===== src/rtl/ps2_pkg.sv =====
// Shared PS/2 definitions: host-transmit state encoding, common command bytes
// and the odd-parity helper used when framing a byte.
package ps2_pkg;

    typedef enum logic [2:0] {
        IDLE,
        INHIBIT,
        START,
        DATA,
        PARITY,
        ACK,
        WAIT_IDLE,
        FAIL
    } ps2_state_t;

    localparam logic [7:0] PS2_CMD_SET_LEDS = 8'hED;
    localparam logic [7:0] PS2_CMD_ENABLE   = 8'hF4;
    localparam logic [7:0] PS2_CMD_RESET    = 8'hFF;
    localparam logic [7:0] PS2_ACK_BYTE     = 8'hFA;

    // Parity bit that makes the total count of ones in data+parity odd.
    function automatic logic odd_parity(input logic [7:0] d);
        return ~^d;
    endfunction

endpackage


===== src/rtl/ps2_host_tx_if.sv =====
// Processor-side command interface of the PS/2 host transmitter.
interface ps2_host_tx_if;

    logic [7:0] tx_data;
    logic       tx_valid;
    logic       tx_ready;
    logic       tx_busy;
    logic       tx_done;
    logic       tx_error;

    modport master (
        output tx_data, tx_valid,
        input  tx_ready, tx_busy, tx_done, tx_error
    );

    modport slave (
        input  tx_data, tx_valid,
        output tx_ready, tx_busy, tx_done, tx_error
    );

endinterface


===== src/rtl/ps2_line_sync.sv =====
// Two-flop synchronizers and falling-edge detectors for the PS2_CLK and
// PS2_DAT lines; shared with the receive path.
module ps2_line_sync (
    input  logic clock,
    input  logic reset,
    input  logic clk_in,
    input  logic dat_in,
    output logic clk_s,
    output logic dat_s,
    output logic clk_fe,
    output logic dat_fe
);

    logic clk_m, dat_m;
    logic clk_d, dat_d;

    // Idle lines are high, so reset to 1 to avoid a phantom edge after reset.
    always_ff @(posedge clock) begin
        if (reset) begin
            clk_m <= 1'b1;
            clk_s <= 1'b1;
            clk_d <= 1'b1;
            dat_m <= 1'b1;
            dat_s <= 1'b1;
            dat_d <= 1'b1;
        end else begin
            clk_m <= clk_in;
            clk_s <= clk_m;
            clk_d <= clk_s;
            dat_m <= dat_in;
            dat_s <= dat_m;
            dat_d <= dat_s;
        end
    end

    assign clk_fe = clk_d & ~clk_s;
    assign dat_fe = dat_d & ~dat_s;

endmodule


===== src/rtl/ps2_host_tx.sv =====
// PS/2 host-to-device transmitter: inhibit, start, 8 data bits LSB first, odd
// parity, stop, then device ack check. Define PS2_TX_RETRY_EN for one retry.
module ps2_host_tx
    import ps2_pkg::*;
#(
    parameter int INHIBIT_CYCLES       = 1200,
    parameter int START_TIMEOUT_CYCLES = 150000,
    parameter int XFER_TIMEOUT_CYCLES  = 20000
) (
    input  logic          clock,
    input  logic          reset,
    ps2_host_tx_if.slave  cmd,
    input  logic          ps2_clk_in,
    input  logic          ps2_dat_in,
    output logic          ps2_clk_oe,
    output logic          ps2_dat_oe
);

    localparam int CNT_MAX_A = (INHIBIT_CYCLES > START_TIMEOUT_CYCLES) ?
                               INHIBIT_CYCLES : START_TIMEOUT_CYCLES;
    localparam int CNT_MAX   = (CNT_MAX_A > XFER_TIMEOUT_CYCLES) ?
                               CNT_MAX_A : XFER_TIMEOUT_CYCLES;
    localparam int CNT_W     = $clog2(CNT_MAX + 1);

    typedef logic [CNT_W-1:0] cnt_t;

    localparam cnt_t INH_LAST   = cnt_t'(INHIBIT_CYCLES - 1);
    localparam cnt_t INH_PRE    = cnt_t'((INHIBIT_CYCLES >= 2) ? INHIBIT_CYCLES - 2 : 0);
    localparam logic INH_SHORT  = (INHIBIT_CYCLES < 2);
    localparam cnt_t START_LAST = cnt_t'(START_TIMEOUT_CYCLES - 1);
    localparam cnt_t XFER_LAST  = cnt_t'(XFER_TIMEOUT_CYCLES - 1);
    localparam cnt_t CNT_TOP    = cnt_t'(CNT_MAX);

    function automatic cnt_t sat_inc(input cnt_t c);
        return (c == CNT_TOP) ? c : c + cnt_t'(1);
    endfunction

    ps2_state_t state;
    cnt_t       cnt;
    logic [2:0] idx;
    logic [7:0] sh;
    logic       par;
    logic       last_try;

    logic clk_s, dat_s, clk_fe, dat_fe;

    ps2_line_sync u_sync (
        .clock  (clock),
        .reset  (reset),
        .clk_in (ps2_clk_in),
        .dat_in (ps2_dat_in),
        .clk_s  (clk_s),
        .dat_s  (dat_s),
        .clk_fe (clk_fe),
        .dat_fe (dat_fe)
    );

    logic timeout, nack;
    assign timeout = ((state == START) && (cnt >= START_LAST)) ||
                     ((state inside {DATA, PARITY, ACK, WAIT_IDLE}) && (cnt >= XFER_LAST));
    assign nack    = (state == ACK) && clk_fe && dat_s;

`ifdef PS2_TX_RETRY_EN
    logic retried;
    assign last_try = retried;
`else
    assign last_try = 1'b1;
`endif

    always_ff @(posedge clock) begin
        if (reset) begin
            state        <= IDLE;
            cnt          <= '0;
            idx          <= '0;
            ps2_clk_oe   <= 1'b0;
            ps2_dat_oe   <= 1'b0;
            cmd.tx_ready <= 1'b1;
            cmd.tx_busy  <= 1'b0;
            cmd.tx_done  <= 1'b0;
            cmd.tx_error <= 1'b0;
`ifdef PS2_TX_RETRY_EN
            retried      <= 1'b0;
`endif
        end else begin
            cmd.tx_done  <= 1'b0;
            cmd.tx_error <= 1'b0;
            // A timeout takes priority over any edge arriving in the same cycle.
            if (timeout || nack) begin
                state        <= FAIL;
                cnt          <= '0;
                ps2_clk_oe   <= 1'b0;
                ps2_dat_oe   <= 1'b0;
                cmd.tx_error <= last_try;
            end else begin
                case (state)
                    IDLE: begin
                        if (cmd.tx_valid) begin
                            sh           <= cmd.tx_data;
                            par          <= odd_parity(cmd.tx_data);
                            cnt          <= '0;
                            ps2_clk_oe   <= 1'b1;
                            ps2_dat_oe   <= INH_SHORT;
                            cmd.tx_ready <= 1'b0;
                            cmd.tx_busy  <= 1'b1;
                            state        <= INHIBIT;
                        end
                    end
                    INHIBIT: begin
                        cnt <= sat_inc(cnt);
                        // Start bit goes on the wire during the last inhibit cycle.
                        if (cnt == INH_PRE) ps2_dat_oe <= 1'b1;
                        if (cnt == INH_LAST) begin
                            ps2_clk_oe <= 1'b0;
                            ps2_dat_oe <= 1'b1;
                            cnt        <= '0;
                            state      <= START;
                        end
                    end
                    START: begin
                        if (clk_fe) begin
                            ps2_dat_oe <= ~sh[0];
                            idx        <= '0;
                            cnt        <= '0;
                            state      <= DATA;
                        end else begin
                            cnt <= sat_inc(cnt);
                        end
                    end
                    DATA: begin
                        cnt <= sat_inc(cnt);
                        if (clk_fe) begin
                            if (idx == 3'd7) begin
                                ps2_dat_oe <= ~par;
                                state      <= PARITY;
                            end else begin
                                idx        <= idx + 3'd1;
                                sh         <= sh >> 1;
                                ps2_dat_oe <= ~sh[1];
                            end
                        end
                    end
                    PARITY: begin
                        cnt <= sat_inc(cnt);
                        if (clk_fe) begin
                            ps2_dat_oe <= 1'b0;
                            state      <= ACK;
                        end
                    end
                    ACK: begin
                        cnt <= sat_inc(cnt);
                        if (clk_fe) state <= WAIT_IDLE;
                    end
                    WAIT_IDLE: begin
                        cnt <= sat_inc(cnt);
                        if (clk_s && dat_s) begin
                            cmd.tx_done  <= 1'b1;
                            cmd.tx_ready <= 1'b1;
                            cmd.tx_busy  <= 1'b0;
                            cnt          <= '0;
                            state        <= IDLE;
`ifdef PS2_TX_RETRY_EN
                            retried      <= 1'b0;
`endif
                        end
                    end
                    FAIL: begin
`ifdef PS2_TX_RETRY_EN
                        if (!retried) begin
                            retried    <= 1'b1;
                            cnt        <= '0;
                            ps2_clk_oe <= 1'b1;
                            ps2_dat_oe <= INH_SHORT;
                            state      <= INHIBIT;
                        end else begin
                            retried      <= 1'b0;
                            cmd.tx_ready <= 1'b1;
                            cmd.tx_busy  <= 1'b0;
                            state        <= IDLE;
                        end
`else
                        cmd.tx_ready <= 1'b1;
                        cmd.tx_busy  <= 1'b0;
                        state        <= IDLE;
`endif
                    end
                    default: state <= IDLE;
                endcase
            end
        end
    end

endmodule


===== src/flat_wrapper.sv =====
// flat-port wrapper written by rule: the top's interface ports become plain ports
module ps2_host_tx_flat import ps2_pkg::*;
#(
    parameter int INHIBIT_CYCLES       = 1200,
    parameter int START_TIMEOUT_CYCLES = 150000,
    parameter int XFER_TIMEOUT_CYCLES  = 20000
)
  (clock, reset, ps2_clk_in, ps2_dat_in, ps2_clk_oe, ps2_dat_oe, cmd_tx_data, cmd_tx_valid, cmd_tx_ready, cmd_tx_busy, cmd_tx_done, cmd_tx_error);
  ps2_host_tx_if cmd_i ();
  input  logic clock;
  input  logic reset;
  input  logic ps2_clk_in;
  input  logic ps2_dat_in;
  output logic ps2_clk_oe;
  output logic ps2_dat_oe;
  input wire logic [$bits(cmd_i.tx_data)-1:0] cmd_tx_data;
  input wire logic [$bits(cmd_i.tx_valid)-1:0] cmd_tx_valid;
  output wire logic [$bits(cmd_i.tx_ready)-1:0] cmd_tx_ready;
  output wire logic [$bits(cmd_i.tx_busy)-1:0] cmd_tx_busy;
  output wire logic [$bits(cmd_i.tx_done)-1:0] cmd_tx_done;
  output wire logic [$bits(cmd_i.tx_error)-1:0] cmd_tx_error;
  assign cmd_i.tx_data = cmd_tx_data;
  assign cmd_i.tx_valid = cmd_tx_valid;
  assign cmd_tx_ready = cmd_i.tx_ready;
  assign cmd_tx_busy = cmd_i.tx_busy;
  assign cmd_tx_done = cmd_i.tx_done;
  assign cmd_tx_error = cmd_i.tx_error;
  ps2_host_tx #(.INHIBIT_CYCLES(INHIBIT_CYCLES), .START_TIMEOUT_CYCLES(START_TIMEOUT_CYCLES), .XFER_TIMEOUT_CYCLES(XFER_TIMEOUT_CYCLES)) u_core (.clock(clock), .reset(reset), .cmd(cmd_i), .ps2_clk_in(ps2_clk_in), .ps2_dat_in(ps2_dat_in), .ps2_clk_oe(ps2_clk_oe), .ps2_dat_oe(ps2_dat_oe));
endmodule

===== config.mk =====
export PLATFORM = sky130hd
export DESIGN_NAME = ps2_host_tx_flat
export DESIGN_NICKNAME = d
export VERILOG_FILES = /design/src/rtl/ps2_pkg.sv /design/src/rtl/ps2_host_tx_if.sv /design/src/rtl/ps2_line_sync.sv /design/src/rtl/ps2_host_tx.sv /design/src/flat_wrapper.sv
export SDC_FILE = /design/constraint.sdc
export NUM_CORES = 1
export LEC_CHECK = 0
export ABC_AREA = 1
export CAP_MARGIN = 20
export CORE_ASPECT_RATIO = 1.5
export CORE_MARGIN = 2
export CORE_UTILIZATION = 48
export DETAILED_ROUTE_END_ITERATION = 8
export MAX_ROUTING_LAYER = met4
export PLACE_DENSITY = 0.67
export REMOVE_ABC_BUFFERS = 1
export SETUP_SLACK_MARGIN = 0.4
export SYNTH_ARGS = -nofsm -noshare
export SYNTH_HDL_FRONTEND = slang
export SYNTH_SLANG_ARGS = --single-unit

===== constraint.sdc =====
create_clock -name clock -period 3.1 [get_ports clock]
set_clock_uncertainty 0.15 [all_clocks]
set_input_delay 0.62 -clock clock [delete_from_list [all_inputs] [get_ports clock]]
set_output_delay 0.62 -clock clock [all_outputs]
set_load 0.005 [all_outputs]

==> reports/results.tsv, run 1 <==
metric	value	unit
status	completed	
CTS clk-pin slew, worst paths	0.08	ns
commonest non-fill, non-tap cell in the layout	nand2_1	
GRT Util Overall	22.23	%
initial antenna violation count	0	
Die Span Y	95.05	µm
clk_lat worst skew	0.29	ns
average instance area after synthesis	7.036	µm²
Iter 0 DRT Violations	155	
setup violators final	0	
post-synth top area cell	dfxtp_1	
chip width	64.70	µm
Vias/cell	5.233	
Worst Hold End	u_core.u_sync.clk_s	
total gr overflow	0	
hold path depth	1	
DR DRC count	0	
yosys warns	0	
Post-Syn Area	2653	µm²
Routed WL per cell	12.93	µm
hold_buf cts	0	
postcts setup bufs	0	
Max Cap Violations	0	
reg2reg path depth	10	
DP Cell Count	465	
Worst Setup Start Kind	flop	
library cells used by synthesis	37	
TritonRoute pass-1 iters	4	
via count	2475	
Arr. time, crit path	2.20	ns
Yosys top cell area share	26.42	%
Final Critical Period	2.419	ns
floorplan row count	33	
Nets	420	
Hold Crit Start	u_core.u_sync.clk_m	
total core area	5409	µm²
first-pass GRT wire length	10.12	mm
Fin Hold WS	0.2620	ns
leakage power	1.268	nW
Final Worst Setup Slack	0.6805	ns
reg2reg setup slack	0.68	ns
Max Fclk	413.3	MHz
Root Driver	clkbuf_8	
Seq/Total Area, Yosys	36.60	%
Final Max Tran Viols	0	
vias in the first global route	2292	
worst setup path class	reg -> reg	
largest net degree at the start of global routing	16	
CP Max Fanout	8	
FF-to-FF End	u_core.sh[3]	
layout cells sized above 1	14.39	%
Final HPWL DP	4.886	mm
CTS tree	done	
Worst Setup Slack post-DPL	0.4605	ns
Inserted Diodes	0	
CP Data Required Time	2.88	ns
Sink Count	44	
Starting Density	49.04	%
CP Capture Type	flop	
die area	6149	µm²
Total Power	1.770	mW
RD Place Congestion	0.9321	
VDD IR max	359.7	µV
Post-Layout Cell Count	473	
reg2reg start	u_core.cnt[1]	
min-delay worst type	reg -> reg	
most frequent cells in the layout	93 x nand2_1, 53 x nor2_1, 37 x inv_1, 35 x dfxtp_1, 19 x nand3_1	
TNS Setup	0	ns
CTS Buffer Depth	2	
flops & latches, synth	44	
Fill cells	548	
post-route antenna net violation count	0	
Layout area overhead	13.96	%
Final Instance Area	3023	µm²
H-Tree Depth	2	
RSZ-0062 raised after global routing	no	
relative slew slack	57.04	%
io pins	19	
clock buffer count from CTS	5	
Synth area leaders	dfxtp_1 26%, nand2_1 13%, edfxtp_1 10%	
final WL	6.117	mm
I/O Buffers	18	
Fin. Hold Viols	0	
post-place instance area	2923	µm²
cell area power density	585.7	nW/µm²
final core occ	55.89	%
Final period util	78.05	%
cts repair resizes	0	
worst slew pin tran	0.6420	ns
Post-Synthesis Cells	377	
-- worst max path at each step --
stage / start / endpoint / slack [ns] / cells past startpoint
2_1_floorplan: u_core.cnt[0] / u_core.sh[0] / 0.85 / 10
3_3_place_gp: cmd_tx_valid / u_core.cnt[0] / 0.54 / 6
3_5_place_dp: cmd_tx_valid / u_core.cnt[15] / 0.46 / 6
4_1_cts: u_core.cnt[1] / u_core.sh[3] / 0.62 / 10
5_1_grt: u_core.cnt[1] / u_core.sh[0] / 0.42 / 10
6_report: u_core.cnt[1] / u_core.sh[3] / 0.68 / 10
-- cell type report --
cell class | instances | area [µm²] | area share, %
repair buffers | 22 | 210.2 | 6.954
clock buffers | 8 | 100.1 | 3.311
multi-input cells | 281 | 1474 | 48.76
flip-flops and latches | 44 | 970.9 | 32.12
well taps | 70 | 87.58 | 2.897
inverters | 48 | 180.2 | 5.960
-- critical path, stage by stage (launching register included) --
cell and delay, ns:
dfxtp_1 0.35, ha_1 0.22, nand3_2 0.14, inv_2 0.07, nand2_1 0.07, nand2_1 0.05
nand2_1 0.07, nand3_2 0.08, a21oi_2 0.20, nand3_1 0.12, nor2_1 0.51
-- cell usage after synthesis --
library cell,instances
clkinv_1,1
clkbuf_1,1
inv_1,37
a211oi_1,1
nor4_1,1
inv_2,10
nor3_2,1
a21oi_2,1
buf_4,1
nand2_2,8
nor3b_2,1
o21ai_0,14
buf_6,1
edfxtp_1,9
nand2_1,93
nor2_2,14
or2_2,5
nor3_1,10
nand3_1,19
o21a_1,1
a21oi_1,6
nand4_1,16
o22ai_1,1
a31oi_1,1
nand3_4,1
buf_2,1
dfxtp_1,35
nand3_2,2
nor2_4,3
o221ai_1,1
xnor2_1,10
ha_1,5
o21ai_1,1
o31ai_1,1
nor2_1,53
o21ai_4,1
xor2_1,10
-- layer usage --
metal  wire length [µm]  global-route usage (%)
met2               3224                   40.97
met5                  0                       -
met4                432                   16.49
met1               2282                   20.28
met3                177                   3.660
-- registers in the layout (all words and copies together), names as in the netlist --
signal,flops
u_core.ps2_clk_oe,1
u_core.ps2_dat_oe,1
u_core.cmd.tx_done,1
u_core.state,3
u_core.cmd.tx_busy,1
u_core.cmd.tx_ready,1
u_core.cmd.tx_error,1
u_core.u_sync.clk_s,1
u_core.sh,8
u_core.par,1
u_core.cnt,18
u_core.u_sync.dat_s,1
u_core.u_sync.dat_m,1
u_core.idx,3
u_core.u_sync.clk_d,1
u_core.u_sync.clk_m,1
-- power by group --
group          total, mW  switching (mW)  internal, mW
Sequential         0.744          0.0633         0.681
Combinational      0.635           0.403         0.232
Clock              0.391           0.188         0.203
Total               1.77           0.654          1.12
-- cell families after synthesis --
family | Yosys count | share of synthesized area (%)
AOI/OAI and AO/OA | 29 | 6.557
xor gates and xnor gates | 20 | 6.603
adders and majority gates | 5 | 2.358
buffers and inverters | 52 | 7.830
DFF | 44 | 36.60
and+or+nand+nor | 227 | 40.05
Power figures use the tool's default switching activity.
==> run 2, diff against run 1 <==
PLACE_DENSITY = 0.7   (was 0.67)
clock period = 2.02 ns   (was 3.1 ns; I/O delays follow)
==> reports/results.tsv, run 2 (synthesis results as in run 1) <==
metric	value	unit	change
register bank with the most flops	u_core.cnt		
status	completed		
final WL	7.267	mm	+19%
Inserted Diodes	0		unchanged
worst setup path class	reg -> reg		
TritonRoute pass-1 iters	4		unchanged
TNS Setup	0	ns	unchanged
CP Data Required Time	1.89	ns	-0.99 ns
CP Max Fanout	8		unchanged
reg2reg path depth	11		+1
leakage power	1.548	nW	+22%
clk_lat worst skew	0.30	ns	about the same
Hold Crit Start	u_core.u_sync.clk_m		
DR DRC count	0		unchanged
Routed WL per cell	14.08	µm	+8.9%
max FFs per register	18		unchanged
Vias/cell	5.205		-0.52%
vias in the first global route	2663		+16%
Sink Count	44		unchanged
Fin Hold WS	0.2686	ns	+0.006658 ns
layout cells sized above 1	38.12	%	+24 points
CTS tree	done		
total core area	5409	µm²	unchanged
I/O Buffers	18		unchanged
cell area power density	873.0	nW/µm²	+49%
largest net degree at the start of global routing	14		-2
io pins	19		unchanged
via count	2686		+8.5%
total gr overflow	0		unchanged
Final Worst Setup Slack	0.1250	ns	-0.5555 ns
Top Registers	u_core.cnt x18, u_core.sh x8		
Worst Setup Start Kind	flop		
Fin. Hold Viols	0		unchanged
setup violators final	0		unchanged
Iter 0 DRT Violations	164		+5.8%
Final period util	93.81	%	+16 points
worst slew pin tran	0.3273	ns	-0.3148 ns
CTS Buffer Depth	2		unchanged
RD Place Congestion	0.9574		+2.7%
Root Driver	clkbuf_8		
hold path depth	1		unchanged
chip width	64.70	µm	unchanged
Layout area overhead	39.20	%	
crit path launch	u_core.cnt[1]		
reg2reg start	u_core.cnt[1]		
Max Fclk	527.7	MHz	+28%
die area	6149	µm²	unchanged
CP Capture Type	flop		
Final HPWL DP	5.315	mm	+8.8%
CTS clk-pin slew, worst paths	0.08	ns	about the same
post-route antenna net violation count	0		unchanged
Arr. time, crit path	1.76	ns	-0.44 ns
hold_buf cts	0		unchanged
initial antenna violation count	0		unchanged
Max Cap Violations	0		unchanged
Nets	463		+10%
H-Tree Depth	2		unchanged
Die Span Y	95.05	µm	unchanged
first-pass GRT wire length	11.47	mm	+13%
clock buffer count from CTS	5		unchanged
Final Max Tran Viols	0		unchanged
floorplan row count	33		unchanged
GRT Util Overall	25.42	%	+3.2 points
Worst Setup Slack post-DPL	-0.07438	ns	-0.5349 ns
Final Critical Period	1.895	ns	-0.5245 ns
relative slew slack	78.10	%	+21 points
most frequent cells in the layout	78 x nand2_1, 39 x nor2_1, 35 x buf_4, 33 x inv_1, 22 x nor2_2		
VDD IR max	490.5	µV	+36%
RSZ-0062 raised after global routing	yes		
Starting Density	49.04	%	unchanged
commonest non-fill, non-tap cell in the layout	nand2_1		
min-delay worst type	reg -> reg		
-- run 2: cell types whose count changed in the layout (fill, tap and decap cells not counted), sizes merged --
cell / before / now
buf: 4 / 47
clkbuf: 8 / 7
clkdlybuf4s50: 18 / 12
clkinv: 1 / 2
dlygate4sd2: 0 / 6
-- run 2: area by class of cell --
cell class                 count  area [µm²]
multi-input combinational    281        1727
fill                         464        1717
sequential                    44        1012
timing repair buffer          65       604.3
inverter                      48       180.2
tap                           70       87.58
clock buffer                   7       76.32
clock inverter                 1       5.005
-- run 2: worst paths after layout --
path                              end  slack (ns)
hold reg to reg   u_core.u_sync.clk_s        0.27
setup reg to reg         u_core.sh[6]        0.13
hold / removal    u_core.u_sync.clk_s        0.27
setup / recovery         u_core.sh[6]        0.13
-- run 2: worst max-delay path, cell delays in order (launching register included) --
cell	delay, ns
dfxtp_2	0.34
ha_4	0.17
nand3_4	0.07
inv_2	0.05
nand2_2	0.06
nand2_2	0.05
nand2_2	0.07
nand3_4	0.09
a21oi_4	0.16
nand3_2	0.11
nor2_2	0.14
buf_6	0.15
-- run 2: per-layer routing --
layer	global-route usage [%]	wire length [µm]
met5	-	0
met4	19.50	352
met3	3.542	206
met2	48.09	4158
met1	22.26	2549
-- run 2: power by group --
part | total [mW] | switching, mW | internal (mW)
clock network | 0.547 | 0.303 | 0.243
registers | 1.12 | 0.0719 | 1.05
logic | 1.56 | 0.885 | 0.670
total | 3.22 | 1.26 | 1.96
-- run 2: metrics by stage --
stage          utilization [%]  instance area, µm²  total power, mW  instances
3_3_place_gp             57.55                3113            2.252        487
6_report                 68.26                3692            3.223        516
3_5_place_dp             57.55                3113            2.284        487
2_1_floorplan                -                2625            1.818        373
5_1_grt                  68.26                3692            3.411        516
4_1_cts                  65.21                3527            3.078        511
-- run 2: what timing repair did --
action                                  4_1_cts  5_1_grt
setup buffers                                15        5
endpoints found under the setup margin       45       39
gates cloned                                  1        0
resized for setup                            75       38
pin swaps                                    20       22
==> run 3, diff against run 2 <==
GPL_TIMING_DRIVEN = 0   (was default)
==> reports/results.tsv, run 3 (synthesis results as in run 1) <==
metric	value	unit	change
status	completed		
Vias/cell	5.194		-0.21%
Final Max Tran Viols	0		unchanged
setup violators final	0		unchanged
Sink Count	44		unchanged
post-route antenna net violation count	0		unchanged
Top Registers	u_core.cnt x18, u_core.sh x8		
Die Span Y	95.05	µm	unchanged
via count	2540		-5.4%
total gr overflow	0		unchanged
worst slew pin tran	0.3016	ns	-0.02563 ns
total core area	5409	µm²	unchanged
final WL	6.545	mm	-9.9%
Iter 0 DRT Violations	127		-23%
hold_buf cts	0		unchanged
leakage power	1.428	nW	-7.7%
H-Tree Depth	2		unchanged
max FFs per register	18		unchanged
initial antenna violation count	0		unchanged
RSZ-0062 raised after global routing	yes		
GRT Util Overall	23.90	%	-1.5 points
I/O Buffers	18		unchanged
DR DRC count	0		unchanged
Final HPWL DP	4.777	mm	-10%
worst setup path class	reg -> reg		
first-pass GRT wire length	10.89	mm	-5.1%
Final Critical Period	1.917	ns	+0.02211 ns
chip width	64.70	µm	unchanged
min-delay worst type	reg -> reg		
Root Driver	clkbuf_8		
clock share of power	22.6	%	+5.6 points
Comb power frac	39.0	%	-9.3 points
most frequent cells in the layout	89 x nand2_1, 44 x nor2_1, 36 x inv_1, 21 x nor2_2, 19 x dfxtp_1		
clock buffer count from CTS	5		unchanged
cell area power density	893.7	nW/µm²	+2.4%
layout cells sized above 1	27.68	%	-10 points
Max Fclk	521.6	MHz	-1.2%
TNS Setup	0	ns	unchanged
CP Capture Type	flop		
RD Place Congestion	0.9607		+0.34%
Reg power frac	38.4	%	+3.6 points
CP Data Required Time	1.89	ns	about the same
CTS tree	done		
Final period util	94.90	%	+1.1 points
Nets	436		-5.8%
Routed WL per cell	13.38	µm	-5.0%
register bank with the most flops	u_core.cnt		
clk_lat worst skew	0.30	ns	about the same
Layout area overhead	27.36	%	
die area	6149	µm²	unchanged
Starting Density	49.04	%	unchanged
io pins	19		unchanged
CP Max Fanout	4		-4
vias in the first global route	2476		-7.0%
CTS Buffer Depth	2		unchanged
Worst Setup Start Kind	flop		
Fin. Hold Viols	0		unchanged
TritonRoute pass-1 iters	4		unchanged
commonest non-fill, non-tap cell in the layout	nand2_1		
Max Cap Violations	0		unchanged
Arr. time, crit path	1.79	ns	+0.03 ns
Inserted Diodes	0		unchanged
floorplan row count	33		unchanged
Total Power	3.019	mW	-6.3%
relative slew slack	79.77	%	+1.7 points
Pint	1.903	mW	-3.0%
CTS clk-pin slew, worst paths	0.09	ns	about the same
P_sw	1.116	mW	-11%
sw frac	36.97	%	-2.1 points
largest net degree at the start of global routing	15		+1
VDD IR max	572.8	µV	+17%
-- run 3: cell types whose count changed in the layout (fill, tap and decap cells not counted), moves of 3 or more --
cell | before | now
nor2_1 | 39 | 44
dfxtp_4 | 6 | 2
nor2_4 | 9 | 5
inv_1 | 33 | 36
buf_6 | 9 | 4
nand2_1 | 78 | 89
dfxtp_1 | 14 | 19
o21ai_0 | 8 | 11
inv_2 | 14 | 10
buf_4 | 35 | 14
nand2_2 | 21 | 10
-- run 3: critical path, cell delays in order (launching register included) --
cell and delay, ns:
dfxtp_1 0.35, nor2_2 0.22, nand2_1 0.08, nor2_1 0.16, nand3_2 0.13, a21oi_4 0.17, nand3_4 0.11, buf_4 0.15
nor3_4 0.11
-- run 3: path summary, 6_finish.rpt --
check,start,to,slack [ns],cells after the start
max,u_core.cnt[17],u_core.par,0.10,8
min,u_core.u_sync.clk_m,u_core.u_sync.clk_s,0.26,1
max reg2reg,u_core.cnt[17],u_core.par,0.10,8
min reg2reg,u_core.u_sync.clk_m,u_core.u_sync.clk_s,0.26,1
-- run 3: power by group through the flow --
stage | clock network, mW | logic [mW] | registers, mW
after floorplan | 0 | 0.675 | 1.14
after global placement | 0 | 0.923 | 1.17
after detailed placement | 0 | 0.934 | 1.17
after CTS | 0.707 | 1.16 | 1.16
after global routing | 0.741 | 1.30 | 1.18
final | 0.681 | 1.18 | 1.16
-- run 3: timing repair --
action,4_1_cts,5_1_grt
gates cloned,1,0
endpoints found under the hold margin,0,0
endpoints found under the setup margin,52,39
pin swaps,6,6
setup buffers,17,2
resized for setup,59,12
-- run 3: cell type report --
class                      count  area [µm²]
sequential                    44       996.0
clock buffer                   5       68.82
clock inverter                 3       42.54
tap                           70       87.58
multi-input combinational    281        1632
timing repair buffer          38       367.9
fill                         516        2031
inverter                      48       183.9
-- run 3: stage by stage --
step	std cells	util [%]	setup WS, ns	cell area (µm²)	hold WS (ns)
2_1_floorplan	373	-	-0.2321	2625	0.2395
3_3_place_gp	461	53.48	-0.6920	2893	0.2431
3_5_place_dp	461	53.48	-0.7117	2893	0.2423
4_1_cts	487	61.55	0.08036	3329	0.2630
5_1_grt	489	62.46	-0.02289	3378	0.2780
6_report	489	62.46	0.1029	3378	0.2617
-- run 3: routing by layer --
metal	global-route usage, %	part of all wire, %
met1	21.73	36
met2	44.79	56
met3	3.778	2.7
met4	16.67	5.4
met5	-	0
==> edit (settings of run 3) <==
The option `PS2_TX_RETRY_EN` is turned on by a define.
--- a/src/rtl/ps2_host_tx.sv
+++ b/src/rtl/ps2_host_tx.sv
@@ -2,2 +2,4 @@
 // parity, stop, then device ack check. Define PS2_TX_RETRY_EN for one retry.
+`define PS2_TX_RETRY_EN
+
 module ps2_host_tx
Formal check against the unedited RTL: same outputs for any inputs over 10 cycles, from zero or initial values and one cycle with reset high; that may be too few to reach the edited logic, so the function may still have changed.
==> edit against run 3 <==
- setup slack got worse by 0.043 ns
- wire length increased by 2.8%
- total power grew 13%
- synthesized area rose by 1.6%
- sequential cell count is 1 higher
- core utilization grew 4.4 points
- design area rose by 7.8%
- critical path type unchanged
==> edit: results (changes against run 3) <==
data arrival time of the worst path 2.02 ns (was 1.79 ns); GP Congestion 0.862 (was 0.961); CTS clk-pin slew, worst paths 0.09 ns (about the same); P_leak 1.45 nW (was 1.43 nW); sequential share of the synthesized area 36.8% (was 36.6%); post-place setup slack -0.796 ns (was -0.712 ns); Top Metal Used met4 (unchanged); total track usage 22.3% (was 23.9%); initial DRC count 136 (was 127); Regs by FF count u_core.cnt x18, u_core.sh x8 (unchanged); drt via density 5.30 (was 5.19); WL met1 2520 um (was 2380 um); Routed wire per std cell 13.7 um (was 13.4 um); most frequent cells after synthesis nand2_1 (87), nor2_1 (43), inv_1 (41), dfxtp_1 (36), nand3_1 (26) (was nand2_1 (93), nor2_1 (53), inv_1 (37), dfxtp_1 (35), nand3_1 (19)); switching power 1.34 mW (was 1.12 mW); VDD IR-drop max 0.538 mV (was 0.573 mV); DR WL met3 235 um (was 174 um); placed insts 456 (was 461); Synthesis Warnings 0 (unchanged); Post-synth EDFFs 9 (unchanged); Area contributors post-synth dfxtp_1 (27%), nand2_1 (12%), edfxtp_1 (10%) (was dfxtp_1 (26%), nand2_1 (13%), edfxtp_1 (10%)); detailed placer's ending HPWL 4350 um (was 4780 um); met2 wire length 3760 um (was 3640 um); fin nets 438 (was 436); largest net degree at the start of global routing 17 (was 15); Max-slew headroom 66.3% (was 79.8%); drt first pass iters 4 (unchanged); clk root buf clkbuf_8 (unchanged); status complete, no violations (unchanged); diodes inserted 0 (unchanged); CTS buffer count 5 (unchanged); ratio of cells with drive above 1 in the final layout 40.1% (was 27.7%); Placed Instance Area 2910 um2 (was 2890 um2); vias in the first global route 2492 (was 2476); first-pass GRT wire length 10600 um (was 10900 um); cells after synthesis 375 (was 377); Distinct cells, synth 35 (was 37); Crit Path Max Fanout 5 (was 4); final cell count without fillers 491 (was 489); H-tree depth 2 (unchanged); antenna violations before repair 0 (unchanged); Hold Path Class reg -> reg (unchanged); Synth async-reset ratio 0% (unchanged)
-- edit: worst paths after layout --
path	start	to	slack, ns	cells after the start
worst min register to register	u_core.u_sync.clk_m	u_core.u_sync.clk_s	0.27	1
worst max register to register	u_core.cnt[0]	u_core.cnt[13]	0.06	12
worst min-delay path	u_core.u_sync.clk_m	u_core.u_sync.clk_s	0.27	1
worst max-delay path	u_core.cnt[0]	u_core.cnt[13]	0.06	12
-- edit: what timing repair did --
item	4_1_cts	5_1_grt
setup buffers	19	7
resized for setup	54	78
gates cloned	0	1
pin swaps	12	30
setup endpoints to repair	53	40
-- edit: metal layers --
| layer | GRT usage [%] | vias up |
|---|---|---|
| li1 | - | 1294 |
| met1 | 22.3 | 1208 |
| met2 | 42.2 | 79 |
| met3 | 3.74 | 22 |
| met4 | 9.03 | 0 |
| met5 | - | - |
-- edit: area by class of cell --
cell class / count / area, um2
well taps: 70 / 87.6
clock buffers: 6 / 93.8
clock inverters: 2 / 17.5
multi-input cells: 271 / 1760
flip-flops and latches: 45 / 1050
repair buffers: 45 / 430
inverters: 52 / 210
fillers: 472 / 1810
-- edit: logic make-up (layout without fill, tap and decap cells) --
group / after synthesis / after routing / share of synthesized area (%)
flops: 45 / 45 / 36.8
simple gates: 210 / 210 / 36.4
fa+ha+maj: 5 / 5 / 2.32
xor+xnor: 18 / 18 / 5.85
buf+inv: 59 / 105 / 9.42
compound gates: 38 / 38 / 9.29
-- edit: power groups by stage --
stage | Sequential, mW | Clock [mW] | Combinational (mW)
2_1_floorplan | 1.16 | 0 | 0.751
3_3_place_gp | 1.18 | 0 | 1.00
3_5_place_dp | 1.19 | 0 | 1.02
4_1_cts | 1.18 | 0.687 | 1.28
5_1_grt | 1.20 | 0.732 | 1.68
6_report | 1.19 | 0.673 | 1.54
-- edit: per-stage QoR --
stage	utilization (%)	power [mW]
finish	66.8	3.40
global route	66.8	3.61
CTS	60.8	3.15
detailed placement	53.3	2.21
global placement	53.3	2.19
floorplan	-	1.92
-- edit: critical path, stage by stage, from the launching register on --
cell,delay [ns]
dfxtp_4,0.36
buf_4,0.14
inv_2,0.06
ha_2,0.16
nand3_1,0.08
nor2_1,0.12
nand4_1,0.19
nand2_4,0.18
inv_4,0.05
nand2_4,0.07
nor2_4,0.04
xor2_2,0.19
nor2_4,0.05
